[config.mk]
export PLATFORM = sky130hd
export DESIGN_NAME = sm4_ctr_seq
export DESIGN_NICKNAME = d
export VERILOG_FILES = /design/src/rtl/sm4_ctr_pkg.sv /design/src/rtl/sm4_ctr_inc.sv /design/src/rtl/sm4_ctr_seq.sv
export SDC_FILE = /design/constraint.sdc
export NUM_CORES = 1
export LEC_CHECK = 0
export ABC_AREA = 1
export BUFFER_PORTS_ARGS = -buffer_cell sky130_fd_sc_hd__buf_4
export CORE_AREA = 2 2 259 261
export DETAILED_ROUTE_END_ITERATION = 12
export DIE_AREA = 0 0 261 263
export GPL_ROUTABILITY_DRIVEN = 1
export HOLD_SLACK_MARGIN = 0.15
export MAX_ROUTING_LAYER = met4
export SLEW_MARGIN = 40
export SYNTH_ARGS = -nofsm -noshare
export SYNTH_HDL_FRONTEND = slang
export SYNTH_SLANG_ARGS = --single-unit
[constraint.sdc]
create_clock -name clk_i -period 2.2 [get_ports clk_i]
set_input_delay 0.22 -clock clk_i [delete_from_list [all_inputs] [get_ports clk_i]]
set_output_delay 0.22 -clock clk_i [all_outputs]
set_load 0.03 [all_outputs]
[src/rtl/sm4_ctr_pkg.sv]
// Shared types and constants for the SM4 CTR-mode sequencer.
package sm4_ctr_pkg;

  typedef enum logic [2:0] {
    ST_IDLE,
    ST_KEYWAIT,
    ST_ISSUE,
    ST_WAIT,
    ST_XOR,
    ST_OUT
  } state_e;

  typedef logic [127:0] block_t;

  localparam logic ENC_SEL = 1'b0;

endpackage

[src/rtl/sm4_ctr_inc.sv]
// Counter-block increment: the low CtrW bits wrap, the upper bits never see a carry.
module sm4_ctr_inc
  import sm4_ctr_pkg::*;
#(
  parameter int CtrW = 32
) (
  input  logic [127:0] ctr,
  output logic [127:0] ctr_next
);

  localparam block_t Mask = (CtrW >= 128) ? '1 : ((block_t'(1) << CtrW) - block_t'(1));

  assign ctr_next = (ctr & ~Mask) | ((ctr + block_t'(1)) & Mask);

endmodule

[src/rtl/sm4_ctr_seq.sv]
// CTR-mode job sequencer: feeds counter blocks to an SM4 core and XORs the keystream
// with a one-entry plaintext buffer.
//
// state   | meaning
// IDLE    | no job; start with a nonzero count launches one
// KEYWAIT | waiting for core key expansion
// ISSUE   | one-cycle request of the current counter block
// WAIT    | waiting for the keystream, bounded by the timeout timer
// XOR     | waiting for plaintext, then registering the ciphertext
// OUT     | ciphertext offered downstream
module sm4_ctr_seq
  import sm4_ctr_pkg::*;
#(
  parameter int CtrW       = 32,
  parameter int TimeoutCyc = 1024
) (
  input  logic         clk_i,
  input  logic         rst_i,
  input  logic         start_i,
  input  logic [127:0] iv_i,
  input  logic [15:0]  blk_cnt_i,
  input  logic         pt_valid_i,
  output logic         pt_ready_o,
  input  logic [127:0] pt_data_i,
  output logic         ct_valid_o,
  input  logic         ct_ready_i,
  output logic [127:0] ct_data_o,
  output logic         busy_o,
  output logic         done_o,
  output logic         err_o,
  output logic         core_valid_o,
  output logic [127:0] core_data_o,
  output logic         core_encdec_sel_o,
  input  logic         core_key_ready_i,
  input  logic         core_valid_i,
  input  logic [127:0] core_result_i
);

  localparam int TmrW = $clog2(TimeoutCyc + 1);

  state_e          state, state_next;
  block_t          ctr, ctr_inc, ks, pt_buf, ct_data;
  logic [15:0]     rem;
  logic [TmrW-1:0] tmr;
  logic            pt_full, done_q, err_q;
  logic            pt_hs, ct_hs, job_go, job_empty, timeout, last_blk;

  sm4_ctr_inc #(.CtrW(CtrW)) u_inc (
    .ctr      (ctr),
    .ctr_next (ctr_inc)
  );

  assign job_go    = (state == ST_IDLE) && start_i && (blk_cnt_i != '0);
  assign job_empty = (state == ST_IDLE) && start_i && (blk_cnt_i == '0);
  assign pt_ready_o = !pt_full && (state inside {ST_ISSUE, ST_WAIT, ST_XOR});
  assign pt_hs     = pt_valid_i && pt_ready_o;
  assign ct_valid_o = (state == ST_OUT);
  assign ct_hs     = ct_valid_o && ct_ready_i;
  assign last_blk  = (rem == 16'd1);
  assign timeout   = (state == ST_WAIT) && !core_valid_i && (tmr == TmrW'(1));

  always_comb begin
    state_next   = state;
    core_valid_o = 1'b0;
    unique case (state)
      ST_IDLE:    if (job_go) state_next = ST_KEYWAIT;
      ST_KEYWAIT: if (core_key_ready_i) state_next = ST_ISSUE;
      ST_ISSUE: begin
        core_valid_o = 1'b1;
        state_next   = ST_WAIT;
      end
      ST_WAIT: begin
        if (core_valid_i) state_next = ST_XOR;
        else if (timeout) state_next = ST_IDLE;
      end
      ST_XOR:     if (pt_full) state_next = ST_OUT;
      ST_OUT:     if (ct_hs) state_next = last_blk ? ST_IDLE : ST_ISSUE;
      default:    state_next = ST_IDLE;
    endcase
  end

  always_ff @(posedge clk_i) begin
    if (rst_i) begin
      state   <= ST_IDLE;
      ctr     <= '0;
      rem     <= '0;
      ks      <= '0;
      pt_buf  <= '0;
      pt_full <= 1'b0;
      ct_data <= '0;
      tmr     <= '0;
      done_q  <= 1'b0;
      err_q   <= 1'b0;
    end else begin
      state  <= state_next;
      done_q <= job_empty;
      if (job_go) begin
        ctr   <= iv_i;
        rem   <= blk_cnt_i;
        err_q <= 1'b0;
      end
      if (state == ST_ISSUE) tmr <= TmrW'(TimeoutCyc);
      else if (state == ST_WAIT) tmr <= tmr - TmrW'(1);
      if ((state == ST_WAIT) && core_valid_i) ks <= core_result_i;
      // An aborted job's buffered plaintext must not leak into the next job.
      if (timeout) begin
        err_q   <= 1'b1;
        pt_full <= 1'b0;
      end else if (pt_hs) begin
        pt_buf  <= pt_data_i;
        pt_full <= 1'b1;
      end else if ((state == ST_XOR) && pt_full) begin
        ct_data <= ks ^ pt_buf;
        pt_full <= 1'b0;
      end
      if (ct_hs) begin
        ctr <= ctr_inc;
        rem <= rem - 16'd1;
      end
    end
  end

  assign busy_o            = (state != ST_IDLE);
  assign done_o            = done_q || (ct_hs && last_blk);
  assign err_o             = err_q;
  assign ct_data_o         = ct_data;
  assign core_data_o       = ctr;
  assign core_encdec_sel_o = ENC_SEL;

endmodule

==> impl_metrics.yaml <==
status:
  outcome: "finished, final reports clean"
floorplan:
  die_w_um: 261
  dieArea_um2: 68600
  io_pins: 670
  core_um2: 65600
  die_y_um: 263
  num_rows: 94
  initial_core_util_pct: 33.2
synthesis:
  post_synth_xor_area_fraction_pct: 5.42
  ys_seq_area_share_pct: 50.0
  ys_async_sr_fraction_pct: 0
  synth-compound-area-share_pct: 15.5
  yosys.area_share.simple_pct: 23.3
  synth_nets: 3323
  synth_fa_ha_area_share_pct: 0.287
  synth_top_area_share_pct: 50.0
  yosys_most_used_dff: "dfxtp_1"
  synth_area_leaders: "dfxtp_1 (50%), nor2_1 (10%), o21ai_0 (7.9%), nand2_1 (7.0%), a21oi_1 (6.8%)"
  synthMuxAreaShare_pct: 0
  synth_top_area_cell: "dfxtp_1"
  synth_cell_types: 32
  synthTopCellsByCount: "nor2_1 (607), dfxtp_1 (545), nand2_1 (405)"
  synth_most_common_cell: "nor2_1"
  synth_area_um2: 21800
  synth_top_family_by_area: "simple AND/OR/NAND/NOR gates"
  synth_area_per_cell_um2: 7.49
  ys_ff_latch: 545
  netlist_instances: 2911
  yosysWarnings: 0
  synth-edff-count: 0
cells_and_area:
  fin_util_pct: 52.4
  nets: 4344
  final_cells: 4861
  stdcell_area_um2: 34400
  drive_gt1_share_pct: 22.1
  nFillCells: 6180
  areaGrowthSynthToFinish_pct: 57.6
power:
  p_leak_nw: 14.3
  sequentialPowerShare_pct: 37.9
  switching_share_pct: 33.6
  power_switching_mw: 10.9
  vdd_drop_max_mv: 0.662
  combPwrFrac_pct: 29.2
  power.internal_mw: 21.5
  power_mw: 32.3
  p_clk_share_pct: 32.9
  power.density_nw_per_um2: 941
clock_network:
  cts_setup_buffers: 0
  numCtsBuffers: 59
  cts_sinks: 545
  cts.htree.levels: 2
  cts_max_path_buffers: 3
  clock_latency_ns: 0.65
  path_clk_slew_ns: 0.06
  root_buffer: "clkbuf_16"
  cts_tree: "built"
global_route:
  track_usage_pct: 25.0
  grtUsageMet2_pct: 39.4
  grt_pass1_wl_mm: 132
  antenna_found_initial: 14
  grt_pass1_vias: 22819
  use_met1_pct: 31.9
  top_usage_layer: "met2"
  grt_max_degree: 114
  grtUsageMet3_pct: 4.06
  overflow: 0
critical_path:
  crit_type: "flop to output port"
  cp_data_arrival_time_ns: 1.89
  critPathCaptureType: "output port"
  crit_fanout: 3
  setup.worst_path.start: "rem[11]$_SDFFE_PP0P_"
  r2r_start: "state[1]$_SDFFE_PP0P_"
  start_kind: "flop"
  critPathRequiredTime_ns: 1.98
sta:
  drv_slew: 0
  tightestPinTransition_ns: 0.717
  layout_worst_path_cycle_share_pct: 95.9
  clock.fmax_ghz: 0.474
  setup_viol: 0
  rsz0062_at_grt: "yes"
  finalHoldViolCount: 0
  slew_headroom_pct: 52.2
  fin_hold_ws_ns: 0.262
  skew_ns: 0.0310
  layout_min_cycle_time_ns: 2.11
  finalWorstSetupSlack_ns: 0.0895
  tns_ns: 0
placement:
  hpwl_mm: 58.7
  place_inst: 4326
  io_buffers: 668
  place_area_um2: 28000
  gp_congestion: 0.959
  pre_cts_slack_ns: 0.191
drt:
  firstDrtPassIters: 7
  wl_mm: 86.9
  post-route-drc-count: 0
  drt-initial-drc-count: 1555
  antenna_left: 0
  wire_per_inst_um: 17.9
  vias: 23415
  avgViaCountPerCell: 4.82
hold_path:
  min_path_type: "primary input to flop"
  hold_start: "pt_valid_i"
job:
  max_cap_viol_count: 0
[final timing paths]
| path | cells past startpoint | endpoint | slack (ns) |
|---|---|---|---|
| max | 6 | done_o | 0.09 |
| min | 4 | pt_full$_SDFFE_PP0P_ | 0.26 |
| max reg2reg | 8 | ks[1]$_SDFFE_PP0P_ | 0.15 |
| min reg2reg | 2 | ks[10]$_SDFFE_PP0P_ | 0.47 |
[per-layer routing]
layer  up-vias  share of wire (%)
met4         0                4.2
met5         -                  0
met2       781                 46
met1     10874                 43
met3       210                6.1
li1      11550                  -
[critical path, stage by stage, from the launching register on]
cell and delay (ns):
dfxtp_1 0.37, nor2_2 0.16, nand2_1 0.14, nor2_1 0.13, nand2_2 0.12, o21bai_1 0.17
buf_4 0.18
[what timing repair did]
| item | CTS | global route |
|---|---|---|
| resized for setup | 4 | 21 |
| hold buffers | 407 | 0 |
| hold endpoints to repair | 408 | 0 |
| endpoints found under the setup margin | 1 | 57 |
| gates cloned | 0 | 2 |
[final cells by class]
| class | instances | area [um^2] | area share, % |
|---|---|---|---|
| timing repair buffer | 1157 | 10100 | 29.3 |
| multi-input combinational | 2069 | 9750 | 28.4 |
| antenna | 16 | 40.0 | 0.116 |
| sequential | 545 | 10900 | 31.7 |
| inverter | 100 | 399 | 1.16 |
| clock buffer | 89 | 1820 | 5.29 |
| tap | 864 | 1080 | 3.14 |
| clock inverter | 21 | 303 | 0.880 |
[sequential cells by signal, indices dropped and copies added (netlist names)]
register / flops
ks: 128
rem: 16
pt_full: 1
ct_data_o: 128
state: 3
tmr: 11
err_o: 1
core_data_o: 128
done_q: 1
pt_buf: 128
[cell usage in the layout (no fill, tap or decap), types with 4 or more instances in the layout]
cell type / n
nand3b_1: 11
buf_12: 23
clkbuf_8: 23
nand2_1: 402
o21ai_0: 338
ha_1: 5
xnor2_1: 132
inv_1: 94
dlygate4sd3_1: 407
bufinv_16: 5
nor2_1: 602
clkinv_2: 10
buf_4: 719
dfxtp_1: 543
o21ai_1: 27
clkbuf_16: 61
nor2_2: 6
nand4_1: 4
diode_2: 16
a21oi_1: 298
nand3_1: 215
clkbuf_1: 7
[cell families after synthesis]
family	Yosys count
AO/OA/AOI/OAI	670
XOR/XNOR	135
adder cells (fa/ha/maj)	5
buffers and inverters	297
flip-flops	545
other	1
AND/OR/NAND/NOR	1258
[power groups by stage]
stage          clock, mW  combinational, mW  sequential, mW
3_5_place_dp           0               8.64            12.4
4_1_cts             10.8               9.31            12.2
3_3_place_gp           0               8.58            12.4
5_1_grt             11.3               10.3            12.4
2_1_floorplan          0               4.14            13.5
6_report            10.6               9.45            12.3
(Power assumes the default switching activity.)
